<file path="src/rtl/if_pkg.sv">
// Shared constants, FSM encoding and IF/ID record for the instruction-fetch stage.
package if_pkg;

    localparam logic [31:0] NOP_INSTR  = 32'h0000_0013;

    localparam int unsigned OPCODE_LSB = 2;
    localparam int unsigned OPCODE_MSB = 6;
    localparam int unsigned RS1_LSB    = 15;
    localparam int unsigned RS2_LSB    = 20;
    localparam int unsigned REG_W      = 5;

    // IF/ID record carries the widest supported PC; narrower cores use the low bits.
    localparam int unsigned PC_MAX_W   = 64;

    typedef enum logic [2:0] {
        StIssue,
        StFetch,
        StHold,
        StPcWait,
        StDiscard
    } if_state_t;

    typedef struct packed {
        logic                valid;
        logic [31:0]         instr;
        logic [PC_MAX_W-1:0] pc;
    } if_id_t;

    function automatic logic [REG_W-1:0] opcode_of(input logic [31:0] instr);
        return instr[OPCODE_MSB:OPCODE_LSB];
    endfunction

    function automatic logic [REG_W-1:0] rs1_of(input logic [31:0] instr);
        return instr[RS1_LSB +: REG_W];
    endfunction

    function automatic logic [REG_W-1:0] rs2_of(input logic [31:0] instr);
        return instr[RS2_LSB +: REG_W];
    endfunction

    function automatic logic [31:0] sat_inc(input logic [31:0] v);
        return (&v) ? v : v + 32'd1;
    endfunction

endpackage

</file>
<file path="src/rtl/if_stage_if.sv">
// Instruction-memory request/response bus between the fetch stage (master) and imem (slave).
interface if_stage_if #(
    parameter int unsigned XLEN = 32
);

    logic            imem_req;
    logic [XLEN-1:0] imem_addr;
    logic            imem_rvalid;
    logic [31:0]     imem_rdata;

    modport master (
        output imem_req,
        output imem_addr,
        input  imem_rvalid,
        input  imem_rdata
    );

    modport slave (
        input  imem_req,
        input  imem_addr,
        output imem_rvalid,
        output imem_rdata
    );

endinterface

</file>
<file path="src/rtl/if_id_reg.sv">
// IF/ID pipeline register: flush/bubble insert a NOP, load captures a word, otherwise hold.
module if_id_reg
    import if_pkg::*;
(
    input  logic                clk,
    input  logic                rst_n,
    input  logic                flush_i,
    input  logic                bubble_i,
    input  logic                load_i,
    input  logic [31:0]         instr_i,
    input  logic [PC_MAX_W-1:0] pc_i,
    output if_id_t              if_id_o
);

    if_id_t if_id_d, if_id_q;

    always_comb begin
        if_id_d = if_id_q;
        // Bubbles and flushes keep the old PC so ID still sees a sensible value.
        if (flush_i || bubble_i) begin
            if_id_d.valid = 1'b0;
            if_id_d.instr = NOP_INSTR;
        end else if (load_i) begin
            if_id_d.valid = 1'b1;
            if_id_d.instr = instr_i;
            if_id_d.pc    = pc_i;
        end
    end

    always_ff @(posedge clk or negedge rst_n) begin
        if (!rst_n) begin
            if_id_q <= '{valid: 1'b0, instr: NOP_INSTR, pc: '0};
        end else begin
            if_id_q <= if_id_d;
        end
    end

    assign if_id_o = if_id_q;

endmodule

</file>
<file path="src/rtl/if_stage.sv">
// Instruction-fetch stage: PC, single-outstanding imem requests and the IF/ID register.
// Define IF_STAGE_PERF_EN to add saturating fetched/bubble performance counters.
module if_stage
    import if_pkg::*;
#(
    parameter int unsigned     XLEN     = 32,
    parameter logic [XLEN-1:0] RESET_PC = '0
) (
    input  logic             clk,
    input  logic             rst_n,
    input  logic             PcWriteEn,
    input  logic             IF_ID_WriteEn,
    input  logic             redirect_valid,
    input  logic [XLEN-1:0]  redirect_pc,
    if_stage_if.master       imem,
    output logic             IF_ID_Valid,
    output logic [31:0]      IF_ID_Instr,
    output logic [XLEN-1:0]  IF_ID_Pc,
    output logic [REG_W-1:0] ID_Opcode,
    output logic [REG_W-1:0] ID_Rs1,
    output logic [REG_W-1:0] ID_Rs2
`ifdef IF_STAGE_PERF_EN
    ,
    output logic [31:0]      perf_fetched,
    output logic [31:0]      perf_bubbles
`endif
);

    if_state_t     state_q, state_d;
    logic [XLEN-1:0] pc_q, pc_d;
    logic [31:0]     buf_q, buf_d;

    logic [XLEN-1:0] pc_plus4;
    logic [XLEN-1:0] redirect_tgt;
    logic [31:0]     word;
    logic            word_avail;
    logic            accept;
    logic            bubble;
    logic            b2b_issue;
    logic            outstanding;
    if_id_t          if_id_q;

    assign pc_plus4     = pc_q + XLEN'(4);
    assign redirect_tgt = {redirect_pc[XLEN-1:2], 2'b00};

    assign word_avail  = ((state_q == StFetch) && imem.imem_rvalid) || (state_q == StHold);
    assign word        = (state_q == StHold) ? buf_q : imem.imem_rdata;
    assign accept      = word_avail && IF_ID_WriteEn && !redirect_valid;
    assign bubble      = IF_ID_WriteEn && !accept && !redirect_valid;
    assign b2b_issue   = accept && PcWriteEn && (state_q == StFetch);
    assign outstanding = (state_q == StFetch) || (state_q == StDiscard);

    // Request is gated by reset so nothing is issued while the core is held.
    assign imem.imem_req  = rst_n && !redirect_valid && ((state_q == StIssue) || b2b_issue);
    assign imem.imem_addr = b2b_issue ? pc_plus4 : pc_q;

    always_comb begin
        state_d = state_q;
        pc_d    = pc_q;
        buf_d   = buf_q;
        if (redirect_valid) begin
            pc_d    = redirect_tgt;
            buf_d   = NOP_INSTR;
            state_d = (outstanding && !imem.imem_rvalid) ? StDiscard : StIssue;
        end else begin
            unique case (state_q)
                StIssue: state_d = StFetch;
                StFetch: begin
                    if (imem.imem_rvalid) begin
                        if (!IF_ID_WriteEn) begin
                            buf_d   = imem.imem_rdata;
                            state_d = StHold;
                        end else if (PcWriteEn) begin
                            pc_d = pc_plus4;
                        end else begin
                            state_d = StPcWait;
                        end
                    end
                end
                StHold: begin
                    if (IF_ID_WriteEn) begin
                        if (PcWriteEn) begin
                            pc_d    = pc_plus4;
                            state_d = StIssue;
                        end else begin
                            state_d = StPcWait;
                        end
                    end
                end
                StPcWait: begin
                    if (PcWriteEn) begin
                        pc_d    = pc_plus4;
                        state_d = StIssue;
                    end
                end
                StDiscard: begin
                    if (imem.imem_rvalid) begin
                        state_d = StIssue;
                    end
                end
                default: state_d = StIssue;
            endcase
        end
    end

    always_ff @(posedge clk or negedge rst_n) begin
        if (!rst_n) begin
            state_q <= StIssue;
            pc_q    <= RESET_PC;
            buf_q   <= NOP_INSTR;
        end else begin
            state_q <= state_d;
            pc_q    <= pc_d;
            buf_q   <= buf_d;
        end
    end

    if_id_reg u_if_id_reg (
        .clk      (clk),
        .rst_n    (rst_n),
        .flush_i  (redirect_valid),
        .bubble_i (bubble),
        .load_i   (accept),
        .instr_i  (word),
        .pc_i     (PC_MAX_W'(pc_q)),
        .if_id_o  (if_id_q)
    );

    assign IF_ID_Valid = if_id_q.valid;
    assign IF_ID_Instr = if_id_q.instr;
    assign IF_ID_Pc    = if_id_q.pc[XLEN-1:0];
    assign ID_Opcode   = opcode_of(if_id_q.instr);
    assign ID_Rs1      = rs1_of(if_id_q.instr);
    assign ID_Rs2      = rs2_of(if_id_q.instr);

    logic unused_redirect_lsb;
    assign unused_redirect_lsb = ^redirect_pc[1:0];

    if (XLEN < PC_MAX_W) begin : g_pc_hi
        logic unused_pc_hi;
        assign unused_pc_hi = ^if_id_q.pc[PC_MAX_W-1:XLEN];
    end

`ifdef IF_STAGE_PERF_EN
    logic [31:0] perf_fetched_q;
    logic [31:0] perf_bubbles_q;

    always_ff @(posedge clk or negedge rst_n) begin
        if (!rst_n) begin
            perf_fetched_q <= '0;
            perf_bubbles_q <= '0;
        end else begin
            if (accept) begin
                perf_fetched_q <= sat_inc(perf_fetched_q);
            end
            if (bubble || redirect_valid) begin
                perf_bubbles_q <= sat_inc(perf_bubbles_q);
            end
        end
    end

    assign perf_fetched = perf_fetched_q;
    assign perf_bubbles = perf_bubbles_q;
`endif

endmodule

</file>
<file path="src/flat_wrapper.sv">
// flat-port wrapper written by rule: the top's interface ports become plain ports
module if_stage_flat import if_pkg::*;
#(
    parameter int unsigned     XLEN     = 32,
    parameter logic [XLEN-1:0] RESET_PC = '0
)
  (clk, rst_n, PcWriteEn, IF_ID_WriteEn, redirect_valid, redirect_pc, IF_ID_Valid, IF_ID_Instr, IF_ID_Pc, ID_Opcode, ID_Rs1, ID_Rs2, imem_imem_req, imem_imem_addr, imem_imem_rvalid, imem_imem_rdata);
  if_stage_if #(.XLEN(XLEN)) imem_i ();
  input  logic clk;
  input  logic rst_n;
  input  logic PcWriteEn;
  input  logic IF_ID_WriteEn;
  input  logic redirect_valid;
  input  logic [XLEN-1:0] redirect_pc;
  output logic IF_ID_Valid;
  output logic [31:0] IF_ID_Instr;
  output logic [XLEN-1:0] IF_ID_Pc;
  output logic [REG_W-1:0] ID_Opcode;
  output logic [REG_W-1:0] ID_Rs1;
  output logic [REG_W-1:0] ID_Rs2;
  output wire logic [$bits(imem_i.imem_req)-1:0] imem_imem_req;
  output wire logic [$bits(imem_i.imem_addr)-1:0] imem_imem_addr;
  input wire logic [$bits(imem_i.imem_rvalid)-1:0] imem_imem_rvalid;
  input wire logic [$bits(imem_i.imem_rdata)-1:0] imem_imem_rdata;
  assign imem_imem_req = imem_i.imem_req;
  assign imem_imem_addr = imem_i.imem_addr;
  assign imem_i.imem_rvalid = imem_imem_rvalid;
  assign imem_i.imem_rdata = imem_imem_rdata;
  if_stage #(.XLEN(XLEN), .RESET_PC(RESET_PC)) u_core (.clk(clk), .rst_n(rst_n), .PcWriteEn(PcWriteEn), .IF_ID_WriteEn(IF_ID_WriteEn), .redirect_valid(redirect_valid), .redirect_pc(redirect_pc), .imem(imem_i), .IF_ID_Valid(IF_ID_Valid), .IF_ID_Instr(IF_ID_Instr), .IF_ID_Pc(IF_ID_Pc), .ID_Opcode(ID_Opcode), .ID_Rs1(ID_Rs1), .ID_Rs2(ID_Rs2));
endmodule
</file>
<file path="config.mk">
export PLATFORM = sky130hd
export DESIGN_NAME = if_stage_flat
export DESIGN_NICKNAME = d
export VERILOG_FILES = /design/src/rtl/if_pkg.sv /design/src/rtl/if_stage_if.sv /design/src/rtl/if_id_reg.sv /design/src/rtl/if_stage.sv /design/src/flat_wrapper.sv
export SDC_FILE = /design/constraint.sdc
export NUM_CORES = 1
export LEC_CHECK = 0
export CAP_MARGIN = 20
export CORE_AREA = 3 3 135 137
export DETAILED_ROUTE_END_ITERATION = 10
export DIE_AREA = 0 0 138 140
export GPL_TIMING_DRIVEN = 1
export PLACE_DENSITY = 0.76
export SLEW_MARGIN = 20
export SYNTH_ARGS = -nofsm -noshare
export SYNTH_HDL_FRONTEND = slang
export SYNTH_HIERARCHICAL = 1
export SYNTH_SLANG_ARGS = --single-unit
</file>
<file path="constraint.sdc">
create_clock -name clk -period 4.6 [get_ports clk]
set_input_delay 0.46 -clock clk [delete_from_list [all_inputs] [get_ports clk]]
set_output_delay 0.46 -clock clk [all_outputs]
set_load 0.005 [all_outputs]
</file>
==> impl_metrics.ini <==
[clocking]
clk_latency_ns = 0.42
cts_setup_buffers = 0
clk_transition_reported_paths_ns = 0.06
cts.sinks = 130
cts_made_buffers = 17
cts_resized = 0
htreeDepth = 4
clockRootBuffer = clkbuf_16
cts_tree = done
clockBufferDepth = 2
hold_buffers = 0

[cells_and_area]
areaGrowthSynthToFinish_pct = 32.6
multi_input_area_mm2 = 0.00325
nets = 827
drive_above_1_share_pct = 17.7
antennaDiodeCount = 0
fillers = 1513
seq_area_mm2 = 0.00326

[die]
placeableCoreArea_mm2 = 0.0172
initial_core_util_pct = 40.5
dieWidth_um = 138
die_y_um = 140
row_count = 48
io_pins = 183
die_area_mm2 = 0.0193

[setup_path]
worstSetupPathType = in2out
max_stage_delay_ns = 0.73
crit_fanout = 10
worstSetupEndpointType = primary output
crit_chain = clkdlybuf4s50_1 -> nor2b_1 -> and3_1 -> and3_1 -> nand3_1 -> xnor2_1 -> clkdlybuf4s50_1
worstPathArrival_ns = 3.00
cp_slowest_cell = clkdlybuf4s50_1
critical_path_required_ns = 4.14
start_kind = primary input

[power]
swShare_pct = 26.8
leakage_uw = 0.00374
p_per_area_mw_per_mm2 = 359
p_sw_uw = 886
pwr-share-seq_pct = 42.3
ir_drop_uv = 254
p_clk_share_pct = 37.4
pwr-share-comb_pct = 20.3
intPower_uw = 2420

[timing]
period_share_pct = 75.3
fin_ws_ns = 1.14
setup_viol = 0
fmax_mhz = 289
slew_viol_final = 0
finClkSkew_ns = 0.0109
setup_tns_ns = 0
hold_viol = 0
fin_crit_ns = 3.46
worst_pin_slew_ns = 0.843
slew_headroom_pct = 43.8
rsz0062_at_grt = no

[detailed_routing]
avgRoutedWirePerCell_um = 17.2
first_pass_iters = 5
route.detailed.drc = 0
antenna_left = 0
routed_wl_um = 17100
vias = 5111
vias_per_cell = 5.14
drt-initial-drc-count = 275

[logic_synthesis]
synth_area_mm2 = 0.00695
avgSynthCellArea_um2 = 11.5
syn_inst = 606
yosysWarnings = 6

[placement]
hpwl_um = 11500
numPortBuffers = 178
gp_congestion = 0.785
dp_slack_ns = 1.12

[status]
status = finished, final reports clean

[grt]
grt_pass1_wl_um = 27700
grt_overflow = 0
antenna_found_initial = 0
grt_max_degree = 80
grt_pass1_vias = 5198
track_usage_pct = 17.7

[hold_path]
min_path_type = in2async

[flow_run]
drv_cap = 0
[sequential cells by signal, indices dropped and copies added (netlist names)]
register,count
u_core/pc_q,30
u_core/u_if_id_reg/if_id_o,65
u_core/buf_q,32
u_core/state_q,3
[cell usage in the layout, fill, tap and decap left out, drive strengths merged, types with 20 or more instances in the layout]
cell type and instances:
nand3 20, nand4 20, nand2 54, mux2 65, dfrtp 124, clkdlybuf4s50 176, xor2 30, mux2i 33
o21ai 32, xnor2 28, a22o 29, nor2 46
[power by group through the flow]
stage / clock, uW / combinational, uW / sequential (uW)
after floorplan: 0 / 323 / 1390
after global placement: 0 / 674 / 1410
after global routing: 1320 / 721 / 1420
after detailed placement: 0 / 682 / 1420
after CTS: 1280 / 684 / 1400
final: 1240 / 673 / 1400
[layout make-up]
cell class	instances	area share (%)
Clock buffer	18	4.66
Clock inverter	14	1.15
Inverter	2	0.0815
Multi-Input combinational cell	416	35.3
Sequential cell	130	35.4
Tap cell	225	3.06
Timing Repair Buffer	189	20.3
[routing by layer]
layer | wire (um) | global-route usage (%) | up-vias
met5 | 0 | 0 | -
met4 | 161 | 4.84 | 0
met3 | 1440 | 6.62 | 14
met2 | 7880 | 27.6 | 206
met1 | 7660 | 23.3 | 2481
li1 | - | - | 2410
[metrics by stage]
| step | utilization (%) | hold slack (ns) | instances | power (uW) | instance area, um^2 |
|---|---|---|---|---|---|
| 2_1_floorplan | - | 0.164 | 609 | 1710 | 6960 |
| 3_5_place_dp | 50.5 | 0.486 | 962 | 2100 | 8680 |
| 3_3_place_gp | 50.5 | 0.482 | 962 | 2080 | 8680 |
| 5_1_grt | 53.6 | 0.119 | 994 | 3460 | 9210 |
| 4_1_cts | 53.6 | 0.0936 | 994 | 3360 | 9210 |
| 6_report | 53.6 | 0.0720 | 994 | 3310 | 9210 |
[critical path: cells and delay by family]
family	cells	cell delay [ns]
buffers and inverters	2	1.26
AND/OR/NAND/NOR	4	1.08
XOR/XNOR	1	0.19
[path summary, 6_finish.rpt]
check                                               from                                    endpoint  slack, ns  cells after the start
hold / removal                                     rst_n  u_core/u_if_id_reg/if_id_o[18]$_DFFE_PN0P_       0.07                      1
max in group asynchronous                          rst_n                  u_core/pc_q[2]$_DFFE_PN0P_       3.33                      2
min in group clk            u_core/buf_q[20]$_DFFE_PN0P_                u_core/buf_q[20]$_DFFE_PN0P_       0.50                      1
setup reg to reg           u_core/state_q[0]$_DFFE_PN0P_  u_core/u_if_id_reg/if_id_o[14]$_DFFE_PN0P_       1.72                      7
hold reg to reg             u_core/buf_q[20]$_DFFE_PN0P_                u_core/buf_q[20]$_DFFE_PN0P_       0.50                      1
setup / recovery                           IF_ID_WriteEn                          imem_imem_addr[31]       1.14                      7
(Power assumes the default switching activity.)
